### src/rtl/smc_axis_scheduler.sv
// smc_axis_scheduler
// Time-multiplexes one combinational sliding-mode-control core across
// N_AXIS axes. Once per control period (TICK_DIV clocks) it requests a
// sensor sample set and snapshots every axis. It then walks the axes one at
// a time: it presents the operands to the core, waits SETTLE cycles for the
// core to settle, and captures the saturated result.
//
// Ports
//   clk, rst            rising-edge clock, synchronous active-high reset
//   en                  scheduler enable; dropping it abandons a running frame
//   clr_err             clears the sticky error flags (a same-cycle set wins)
//   sample_req/ack      handshake with the sensor block
//   theta_*_i           per-axis signed 32-bit sensor values, axis k at [32k+31:32k]
//   core_*              operands to / result from the shared SMC core
//   u_axis              per-axis saturated control output, axis k at [16k+15:16k]
//   u_valid             one-cycle pulse when a full frame has been captured
//   busy                FSM is outside IDLE
//   overrun_err         a tick arrived while a frame was still running
//   timeout_err         the sensor block did not ack within ACK_TO cycles
//
// SETTLE must be at least 1 and TICK_DIV at least 2.

module smc_axis_scheduler #(
    parameter int                 N_AXIS   = 4,
    parameter int                 TICK_DIV = 5000,
    parameter int                 SETTLE   = 2,
    parameter int                 ACK_TO   = 64,
    parameter logic signed [15:0] U_LIM    = 16'sd2047
) (
    input  logic                   clk,
    input  logic                   rst,
    input  logic                   en,
    input  logic                   clr_err,
    output logic                   sample_req,
    input  logic                   sample_ack,
    input  logic [32*N_AXIS-1:0]   theta_dot_i,
    input  logic [32*N_AXIS-1:0]   theta_e_i,
    input  logic [32*N_AXIS-1:0]   theta_dote_i,
    output logic [31:0]            core_u_t,
    output logic [31:0]            core_theta_dot,
    output logic [31:0]            core_theta_e,
    output logic [31:0]            core_theta_dote,
    input  logic [15:0]            core_u,
    output logic [16*N_AXIS-1:0]   u_axis,
    output logic                   u_valid,
    output logic                   busy,
    output logic                   overrun_err,
    output logic                   timeout_err
);

    localparam int TCW = (TICK_DIV > 1) ? $clog2(TICK_DIV) : 1;
    localparam int WCW = $clog2(((ACK_TO > SETTLE) ? ACK_TO : SETTLE) + 1);
    localparam int IW  = (N_AXIS > 1) ? $clog2(N_AXIS) : 1;

    localparam logic [TCW-1:0] TICK_LAST   = TCW'(TICK_DIV - 1);
    localparam logic [WCW-1:0] ACK_LAST    = WCW'(ACK_TO - 1);
    localparam logic [WCW-1:0] SETTLE_LAST = WCW'(SETTLE - 1);
    localparam logic [IW-1:0]  IDX_LAST    = IW'(N_AXIS - 1);

    typedef enum logic [2:0] {
        S_IDLE,
        S_REQ,
        S_LOAD,
        S_WAIT,
        S_CAPTURE,
        S_DONE
    } state_t;

    state_t                 state_q, state_d;
    logic [TCW-1:0]         tick_cnt_q, tick_cnt_d;
    logic [WCW-1:0]         wait_cnt_q, wait_cnt_d;
    logic [IW-1:0]          idx_q, idx_d;
    logic                   sample_req_q, sample_req_d;
    logic                   overrun_q, overrun_d;
    logic                   timeout_q, timeout_d;
    logic [32*N_AXIS-1:0]   snap_dot_q, snap_dot_d;
    logic [32*N_AXIS-1:0]   snap_e_q, snap_e_d;
    logic [32*N_AXIS-1:0]   snap_dote_q, snap_dote_d;
    logic [32*N_AXIS-1:0]   fb_q, fb_d;
    logic [16*N_AXIS-1:0]   u_axis_q, u_axis_d;
    logic [31:0]            op_u_t_q, op_u_t_d;
    logic [31:0]            op_dot_q, op_dot_d;
    logic [31:0]            op_e_q, op_e_d;
    logic [31:0]            op_dote_q, op_dote_d;

    logic                   tick;
    logic                   timeout_set;
    logic signed [15:0]     core_u_s;
    logic signed [15:0]     u_clamped;

    // Control-period counter; it is held at zero while disabled so that
    // re-enabling always yields a full period before the next request.
    always_comb begin
        tick       = en && (tick_cnt_q == TICK_LAST);
        tick_cnt_d = tick_cnt_q;
        if (!en || tick) begin
            tick_cnt_d = '0;
        end else begin
            tick_cnt_d = tick_cnt_q + 1'b1;
        end
    end

    // Symmetric signed saturation of the core result. The most negative
    // code (-32768) lands on -U_LIM, not on its own magnitude.
    always_comb begin
        core_u_s = $signed(core_u);
        if (core_u_s > U_LIM) begin
            u_clamped = U_LIM;
        end else if (core_u_s < -U_LIM) begin
            u_clamped = -U_LIM;
        end else begin
            u_clamped = core_u_s;
        end
    end

    // Frame sequencer. Dropping en abandons the frame from any busy state
    // and keeps whatever axes were already captured. wait_cnt_q is shared
    // between the ack timeout in REQ and the settle delay in WAIT.
    always_comb begin
        state_d      = state_q;
        wait_cnt_d   = wait_cnt_q;
        idx_d        = idx_q;
        sample_req_d = sample_req_q;
        snap_dot_d   = snap_dot_q;
        snap_e_d     = snap_e_q;
        snap_dote_d  = snap_dote_q;
        fb_d         = fb_q;
        u_axis_d     = u_axis_q;
        op_u_t_d     = op_u_t_q;
        op_dot_d     = op_dot_q;
        op_e_d       = op_e_q;
        op_dote_d    = op_dote_q;
        timeout_set  = 1'b0;

        if ((state_q != S_IDLE) && !en) begin
            state_d      = S_IDLE;
            sample_req_d = 1'b0;
        end else begin
            case (state_q)
                S_IDLE: begin
                    if (tick) begin
                        state_d      = S_REQ;
                        sample_req_d = 1'b1;
                        wait_cnt_d   = '0;
                    end
                end
                S_REQ: begin
                    if (sample_ack) begin
                        snap_dot_d   = theta_dot_i;
                        snap_e_d     = theta_e_i;
                        snap_dote_d  = theta_dote_i;
                        idx_d        = '0;
                        sample_req_d = 1'b0;
                        state_d      = S_LOAD;
                    end else if (wait_cnt_q == ACK_LAST) begin
                        timeout_set  = 1'b1;
                        sample_req_d = 1'b0;
                        state_d      = S_IDLE;
                    end else begin
                        wait_cnt_d = wait_cnt_q + 1'b1;
                    end
                end
                S_LOAD: begin
                    op_u_t_d   = fb_q[32*idx_q +: 32];
                    op_dot_d   = snap_dot_q[32*idx_q +: 32];
                    op_e_d     = snap_e_q[32*idx_q +: 32];
                    op_dote_d  = snap_dote_q[32*idx_q +: 32];
                    wait_cnt_d = '0;
                    state_d    = S_WAIT;
                end
                S_WAIT: begin
                    if (wait_cnt_q == SETTLE_LAST) begin
                        state_d = S_CAPTURE;
                    end else begin
                        wait_cnt_d = wait_cnt_q + 1'b1;
                    end
                end
                S_CAPTURE: begin
                    u_axis_d[16*idx_q +: 16] = u_clamped;
                    // Feedback is the unclamped result promoted to the
                    // 32-bit operand scale (sign-extend then << 16).
                    fb_d[32*idx_q +: 32]     = {core_u, 16'b0};
                    if (idx_q == IDX_LAST) begin
                        state_d = S_DONE;
                    end else begin
                        idx_d   = idx_q + 1'b1;
                        state_d = S_LOAD;
                    end
                end
                S_DONE: begin
                    state_d = S_IDLE;
                end
                default: begin
                    state_d      = S_IDLE;
                    sample_req_d = 1'b0;
                end
            endcase
        end
    end

    // Sticky error flags: a clear and a set in the same cycle leaves the
    // flag set so that no event is lost.
    always_comb begin
        overrun_d = clr_err ? 1'b0 : overrun_q;
        timeout_d = clr_err ? 1'b0 : timeout_q;
        if (tick && (state_q != S_IDLE)) begin
            overrun_d = 1'b1;
        end
        if (timeout_set) begin
            timeout_d = 1'b1;
        end
    end

    always_ff @(posedge clk) begin
        if (rst) begin
            state_q      <= S_IDLE;
            tick_cnt_q   <= '0;
            wait_cnt_q   <= '0;
            idx_q        <= '0;
            sample_req_q <= 1'b0;
            overrun_q    <= 1'b0;
            timeout_q    <= 1'b0;
            snap_dot_q   <= '0;
            snap_e_q     <= '0;
            snap_dote_q  <= '0;
            fb_q         <= '0;
            u_axis_q     <= '0;
            op_u_t_q     <= '0;
            op_dot_q     <= '0;
            op_e_q       <= '0;
            op_dote_q    <= '0;
        end else begin
            state_q      <= state_d;
            tick_cnt_q   <= tick_cnt_d;
            wait_cnt_q   <= wait_cnt_d;
            idx_q        <= idx_d;
            sample_req_q <= sample_req_d;
            overrun_q    <= overrun_d;
            timeout_q    <= timeout_d;
            snap_dot_q   <= snap_dot_d;
            snap_e_q     <= snap_e_d;
            snap_dote_q  <= snap_dote_d;
            fb_q         <= fb_d;
            u_axis_q     <= u_axis_d;
            op_u_t_q     <= op_u_t_d;
            op_dot_q     <= op_dot_d;
            op_e_q       <= op_e_d;
            op_dote_q    <= op_dote_d;
        end
    end

    assign sample_req      = sample_req_q;
    assign core_u_t        = op_u_t_q;
    assign core_theta_dot  = op_dot_q;
    assign core_theta_e    = op_e_q;
    assign core_theta_dote = op_dote_q;
    assign u_axis          = u_axis_q;
    assign u_valid         = (state_q == S_DONE);
    assign busy            = (state_q != S_IDLE);
    assign overrun_err     = overrun_q;
    assign timeout_err     = timeout_q;

endmodule

### config.mk
export PLATFORM = sky130hd
export DESIGN_NAME = smc_axis_scheduler
export DESIGN_NICKNAME = d
export VERILOG_FILES = /design/src/rtl/smc_axis_scheduler.sv
export SDC_FILE = /design/constraint.sdc
export NUM_CORES = 1
export LEC_CHECK = 0
export CELL_PAD_IN_SITES_DETAIL_PLACEMENT = 0
export CELL_PAD_IN_SITES_GLOBAL_PLACEMENT = 2
export CORE_MARGIN = 10
export CORE_UTILIZATION = 30
export CTS_BUF_LIST = sky130_fd_sc_hd__clkbuf_8
export CTS_CLUSTER_SIZE = 24
export DETAILED_ROUTE_END_ITERATION = 10
export HOLD_SLACK_MARGIN = 0.06
export PLACE_DENSITY = 0.82
export SLEW_MARGIN = 20
export SYNTH_ARGS = -nofsm -noshare
export SYNTH_HDL_FRONTEND = slang
export SYNTH_SLANG_ARGS = --single-unit
### constraint.sdc
create_clock -name clk -period 4.1 [get_ports clk]
set_input_delay 1.025 -clock clk [delete_from_list [all_inputs] [get_ports clk]]
set_output_delay 1.025 -clock clk [all_outputs]
set_load 0.01 [all_outputs]
# == After elaboration in Yosys (flattened, before gate mapping) ==
# Cells that the tools add are included.
# word_totals
regBits,732
latch_bits,0
ram_bits,0
rom_bits,0
elab_cells,100
memories,0
# classes
n_addsub,5
mul,0
n_div,0
order_cmp,2
n_eq_ne,17
shifts,8
mux,29
bitwise_logic,2
reduce_logical,21
# ops
operator,n
$shiftx 128x8->32,4
$bwmux 128,1
$shift 32x34->128 const A,1
$shiftx 32x34->128,1
$bwmux 64,1
$shift 16x34->64 const A,1
$shiftx 16x34->64,1
$neg 6->34,1
$neg 7->34,1
$mux 16,2
$mux 7,4
$pmux 7 s4,1
$gt 16x12->1 const B,1
$lt 16x12->1 const B,1
$mux 3,5
$pmux 3 s5,1
$ne 2x2->1 const B,7
$add 13x1->13 const B,1
$eq 13x13->1 const B,1
$mux 1,10
$reduce_and 3->1,3
$add 7x1->7 const B,1
$eq 7x1->1 const B,1
$eq 7x6->1 const B,1
other kinds (22),32

# == Depth between registers and ports, before layout ==
# Gate-level depths: netlist of the first run.
# logic_depth
depth_word,6
mapped_depth,12
depth_no_buf,8

# == Least setup slack after synthesis of the first run ==
# OpenSTA, ideal clock, no wires.
# synth_path
path_type,flip-flop to flip-flop
start,register idx_q[1]
end,"register u_axis_q[10], in the netlist u_axis[10]"
setup_time_ns,0.065
t_arrival_ns,2.915
required_ns,4.035
setup_slack_ns,1.120
stages_incl_launch_ff,12
synth_period_minus_slack_ns,2.980
path_cell_list,dfxtp_1 > clkbuf_1 > clkbuf_1 > clkbuf_1 > inv_1 > ha_1 > nor3b_1 > and2_1 > clkbuf_1 > buf_2 > a22oi_1 > nor2_1
# synth_via
elab_chain_cells,3
elab_cells_between_ends,4
classes_between,1 x add/sub; 2 x shift; 1 x mux
# synth_rtl
element,line_no,source
start: declaration,72,"logic [IW-1:0] idx_q, idx_d;"
start signal: assignment,236,idx_q <= idx_d;
$neg 6->34 *,179,u_axis_d[16*idx_q +: 16] = u_clamped;
$shiftx 16x34->64 or $shift 16x34->64 (tied branches),179,
$bwmux 64 *,179,
end signal: assignment,244,u_axis_q <= u_axis_d;
end: declaration,80,"logic [16*N_AXIS-1:0] u_axis_q, u_axis_d;"
# Mark *: on every way between the ends. The rest lies on a longest branch, timed or not.
# A chain may end at the register's enable or synchronous reset.

# == Worst setup path in the final report of the first run ==
# layout_path
start,register state_q[1]
end,output u_valid
# layout_via
elab_chain_cells,1
# layout_rtl
element,line_no,source
start: declaration,69,"state_t state_q, state_d;"
start signal: assignment,233,state_q <= state_d;
$eq 3x3->1,258,assign u_valid = (state_q == S_DONE);
end: declaration,45,"output logic u_valid,"
# No other way between the ends.

==> results.toml, run 1 <==
[final_layout]
nets = 3910
fin_area_mm2 = 0.03497
mostFrequentLayoutCells = "1020 x nand2_1, 650 x dfxtp_1, 584 x clkdlybuf4s50_1"
layout_commonest_cell = "nand2_1"
post_route_cells_drive_above_1_share_pct = 9.719
fillCellCount = 8571
area_growth_syn_to_layout_pct = 37.00

[clock_tree]
h-tree-depth = 3
ctsResizeCount = 0
cts_buffers = 114
path_clk_slew_ns = 0.07
holdBufCountCts = 0
cts_tree = "built"
postCtsSetupRepairBufs = 0
clk_latency_ns = 0.72
cts_sinks = 652
clock_path_buffers = 3
cts_root_buf = "clkbuf_8"

[die]
start_util_pct = 30.41
pin_count = 602
die-height_um = 311.7
dieArea_mm2 = 0.09716
core_area_mm2 = 0.08395
die_x_um = 311.7
fp-row-count = 106

[timing]
totalNegativeSetupSlack_ns = 0
tightest_slew_ns = 0.9550
finalCritPeriodShare_pct = 82.18
min_period_ns = 3.370
rsz0062_at_grt = "no"
hold_ws_ns = 0.4492
finalSetupViolCount = 0
hold_violations = 0
fmaxAchievable_mhz = 296.8
slew_viol_final = 0
finClkSkew_ns = 0.05367
slew_headroom_pct = 36.33

[job]
cap_violations = 0

[synthesis]
syn_inst = 2976
syn-cell-area_mm2 = 0.02553
synth_warnings = 0
synth.largest_area_cell = "dfxtp_1"
ys_async_sr_fraction_pct = 0
ys_types = 48
synth-edff-count = 0
synth_top_area_share_pct = 51.13
avgSynthCellArea_um2 = 8.578
synthTopCellsByArea = "dfxtp_1 51%, nand2_1 15%, a21oi_1 10%, mux4_2 9.9%, a22oi_1 3.3%"
ys_seq_area_share_pct = 51.13
synthFlopType = "dfxtp_1"
yosys_register_bits = 652

[pwr]
vdd_drop_max_mv = 0.2400
p_leak_nw = 11.62
powerDensity_mw_per_mm2 = 372.1

[global_route]
grt_max_degree = 145
grt_pass1_vias = 22641
grt_overflow = 0
grt_pass1_wl_mm = 148.1
track_usage_pct = 19.60
grt_antenna_before_repair = 28

[place]
post_dp_cell_area_mm2 = 0.03259
hpwlAfterDp_mm = 67.91
port_buffers = 585
gp_congestion = 0.8188

[worst_setup_path]
start_kind = "flop"
end_kind = "output pin"
r2r-start = "idx_q[0]"
rr_worst_depth = 8
cp_data_arrival_time_ns = 2.34
cp_max_fo = 14
r2r_slack_ns = 1.34
r2r-end = "u_axis[1]"
crit_type = "flop to output pin"
worstPathRequired_ns = 3.07

[hold_path]
holdCritPathClass = "flop to flop"
whs_path_depth = 2
min_from = "snap_dot_q[96]"
holdPathEnd = "snap_dot_q[96]"

[detailed_routing]
drc_errors = 0
wl_per_cell_um = 21.07
wirelength_mm = 99.81
detail_route.first_pass.iterations = 5
route.antenna.remaining_nets = 0
vias = 22810
drtIter0Drc = 1698
viasPerCell = 4.815

[status]
status = "complete, no violations"
## cells in the mapped netlist, drive strengths merged (2+ instances only)
cell type	number
a21oi	520
a221oi	2
a22oi	113
and2	2
and3	6
buf	49
clkbuf	207
dfxtp	652
ha	10
inv	23
mux4	112
nand2	1021
nand2b	8
nand3	33
nand4	4
nand4bb	5
nor2	135
nor2b	3
nor3	7
nor3b	4
nor4	5
nor4b	2
o211ai	3
o21a	4
o21ai	16
o31ai	2
o41ai	2
xnor2	5
xor2	7
## logic make-up (layout without fill, tap and decap cells)
kind of cell	count (synthesis)	count (layout)	synth area share (%)
other	1	28	0.01469
buffers and inverters	279	879	4.421
AO/OA/AOI/OAI	670	670	14.52
flip-flops	652	652	51.13
XOR/XNOR	12	12	0.4117
adder cells (fa/ha/maj)	10	10	0.4901
AND/OR/NAND/NOR	1238	1238	19.05
multiplexers	114	114	9.965
## metal layers
metal	vias to the layer above	wire, µm	GRT usage [%]
met3	153	7281	6.086
met4	30	1830	5.124
li1	11093	-	-
met5	-	151	0
met2	617	47360	32.19
met1	10917	43190	24.65
## how the worst max path moves through the flow
| stage | cells after the start | slack (ns) | end | start |
|---|---|---|---|---|
| after floorplan | 11 | 1.12 | u_axis[10] | idx_q[1] |
| after detailed placement | 7 | 0.68 | u_axis[17] | core_u[13] |
| after global placement | 8 | 0.69 | u_axis[17] | core_u[1] |
| after global routing | 3 | 0.60 | u_valid | state_q[1] |
| final | 3 | 0.73 | u_valid | state_q[1] |
| after CTS | 3 | 0.66 | u_valid | state_q[1] |
## through the flow
| step | power, mW | util, % | std cells | setup slack, ns |
|---|---|---|---|---|
| floorplan | 6.613 | - | 2991 | 1.120 |
| global placement | 7.082 | 38.82 | 4513 | 0.6878 |
| detailed placement | 7.080 | 38.82 | 4513 | 0.6761 |
| CTS | 13.22 | 41.62 | 4725 | 0.6559 |
| global route | 13.52 | 41.65 | 4735 | 0.5978 |
| finish | 13.01 | 41.66 | 4737 | 0.7305 |
## layout make-up
cell class / count / area, µm² / area share [%]
Antenna cell: 12 / 30.03 / 0.08586
Clock buffer: 145 / 1996 / 5.706
Timing Repair Buffer: 644 / 6554 / 18.74
Multi-Input combinational cell: 2060 / 11470 / 32.80
Tap cell: 1134 / 1419 / 4.057
Clock inverter: 67 / 357.8 / 1.023
Sequential cell: 652 / 13060 / 37.34
Inverter: 23 / 86.33 / 0.2469
## critical path, stage by stage (launching register included)
cell             delay (ns)
dfxtp_1                0.65
inv_1                  0.22
and3_1                 0.26
clkdlybuf4s50_1        0.49
## sequential cells by signal, indices dropped and copies added, names as in the netlist
register         flops
core_u_t            16
core_theta_dot      32
snap_dote_q        128
timeout_err          1
u_axis              64
idx_q                2
core_theta_e        32
snap_dot_q         128
snap_e_q           128
tick_cnt_q          13
sample_req           1
state_q              3
fb_q                64
wait_cnt_q           7
overrun_err          1
core_theta_dote     32
## where the power goes
group | leakage [nW] | switching (mW) | internal (mW)
clock network | 1.40 | 2.82 | 3.25
logic | 4.97 | 0.244 | 0.363
registers | 5.25 | 0.00111 | 6.34
No activity file was read; power rests on OpenSTA's default activity.
==> run 2: changes to the inputs <==
Settings changed: CORE_UTILIZATION 30 to 27, PLACE_DENSITY 0.82 to 0.77.
Clock period 4.1 ns to 2.86 ns, I/O delays scaled along.
==> run 2 against run 1 <==
Global-route usage decreased by 1.0 points. Via count grew 1.5%. Utilization fell by 3.3 points. Worst hold slack worse by 0.097 ns. Combinational power rose by 54%. Non-clock buffer count grew 61. Critical path depth did not move. Sequential power up 43%. Largest power group unchanged. Highest routed layer unchanged.
==> results.toml, run 2 (synthesis results as in run 1) <==
[worst_setup_path]
start_kind = "flop"
startpoint = "state_q[1]"
crit_type = "flop to output pin"
worstPathRequired_ns = 2.14
cp_slowest_stage_delay_ns = 0.41
r2r-start = "tick_cnt_q[0]"
worstPathCellList = "nor3_2, inv_1, dlygate4sd2_1"
cp_data_arrival_time_ns = 1.85
end_kind = "output pin"
cp_max_fo = 14
cpMaxStageDelayCell = "dfxtp_4"

[pwr]
vdd_drop_max_mv = 0.2950
p_sw_mw = 4.406
combPwrFrac_pct = 5.0
p_leak_nw = 12.03
switching_share_pct = 23.35
internal-power_mw = 14.46
seqPwrFrac_pct = 48.2
pwr-share-clk_pct = 46.9
power_mw = 18.87
powerDensity_mw_per_mm2 = 525.1

[job]
cap_violations = 0

[global_route]
grt_overflow = 0
grt_pass1_vias = 23141
grtUsageMet2_pct = 30.33
grt_antenna_before_repair = 16
busiest_layer = "met2"
track_usage_pct = 18.59
use_met3_pct = 6.109
grt_pass1_wl_mm = 153.6
grt_use_met1_pct = 23.74
grt_max_degree = 106

[place]
gp_congestion = 0.7914
port_buffers = 585
hpwlAfterDp_mm = 73.99
pre_cts_slack_ns = -0.06799

[die]
die_x_um = 327.5
pin_count = 602
start_util_pct = 27.27
dieArea_mm2 = 0.1072
core_area_mm2 = 0.09361
fp-row-count = 112
die-height_um = 327.5

[final_layout]
area_growth_syn_to_layout_pct = 40.76
nets = 3975
mostFrequentLayoutCells = "1020 x nand2_1, 648 x dfxtp_1, 582 x clkdlybuf4s50_1"
post_route_cells_drive_above_1_share_pct = 11.28
layout_commonest_cell = "nand2_1"
top_regs = "snap_dot_q x128, snap_dote_q x128, snap_e_q x128"

[timing]
fmaxAchievable_mhz = 389.2
finClkSkew_ns = 0.01933
min_period_ns = 2.570
rsz0062_at_grt = "no"
setup_ws_ns = 0.2904
finalCritPeriodShare_pct = 89.85
slew_viol_final = 0
hold_violations = 0
finalSetupViolCount = 0
slew_headroom_pct = 63.00
tightest_slew_ns = 0.5550

[detailed_routing]
drtIter0Drc = 1418
wl_per_cell_um = 21.22
viasPerCell = 4.723
wirelength_mm = 104.0
detail_route.first_pass.iterations = 5
vias = 23148
route.antenna.remaining_nets = 0
drc_errors = 0

[clock_tree]
h-tree-depth = 3
holdBufCountCts = 0
path_clk_slew_ns = 0.06
cts_tree = "built"
clk_latency_ns = 0.77
cts_sinks = 652
cts_root_buf = "clkbuf_8"
cts_buffers = 118
clock_path_buffers = 3

[status]
status = "complete, no violations"

[hold_path]
min_from = "rst"
holdCritPathClass = "primary input to flop"
## run 2: path summary, 6_finish.rpt
kind | end | slack (ns) | cells after the start
worst min-delay path | snap_dote_q[12] | 0.35 | 2
worst max register to register | wait_cnt_q[5] | 0.48 | 6
worst max-delay path | busy | 0.29 | 3
worst min register to register | fb_q[27] | 0.45 | 2
## run 2: area by class of cell
class	instances	area [µm²]
clock inverter	58	357.8
sequential	652	13070
clock buffer	145	1996
inverter	23	86.33
multi-input combinational	2060	11470
tap	1254	1569
fill	9721	57680
timing repair buffer	705	7372
antenna	4	10.01
## run 2: stage by stage
step	hold WS, ns	cells	util [%]	area [µm²]	setup TNS [ns]
2_1_floorplan	0.4290	2991	-	25590	0
3_3_place_gp	0.4383	4694	35.85	33560	-0.5808
3_5_place_dp	0.4431	4694	35.85	33560	-1.516
4_1_cts	0.2541	4897	38.37	35920	0
5_1_grt	0.2869	4900	38.38	35930	0
6_report	0.3525	4901	38.38	35930	0
## run 2: power by group through the flow
| stage | Sequential (mW) | Combinational (mW) | Clock (mW) |
|---|---|---|---|
| 3_3_place_gp | 9.28 | 0.939 | 0 |
| 2_1_floorplan | 9.28 | 0.195 | 0 |
| 5_1_grt | 9.08 | 0.986 | 9.61 |
| 6_report | 9.09 | 0.936 | 8.84 |
| 4_1_cts | 9.08 | 0.941 | 9.18 |
| 3_5_place_dp | 9.28 | 0.933 | 0 |
## run 2: worst max-delay path, delay by kind of cell, from the launching register on
family	cells	cell delay, ns
simple gates	1	0.23
flops	1	0.41
buf+inv	2	0.44
## run 2: routing by layer
layer	wire length, µm	vias up
met5	119	-
met2	48880	600
met4	1467	20
met3	7408	114
met1	46140	11195
li1	-	11219
## run 2: repair_timing
item | CTS | global route
buffers inserted | 0 | 0
endpoints found under the setup margin | 2 | 0
resized for setup | 7 | 0
==> run 3: changes to the inputs <==
Settings changed: CAP_MARGIN from default to 10.
==> results of run 3 <==
No change in the layout: final DEF, timing and power equal those of run 2.
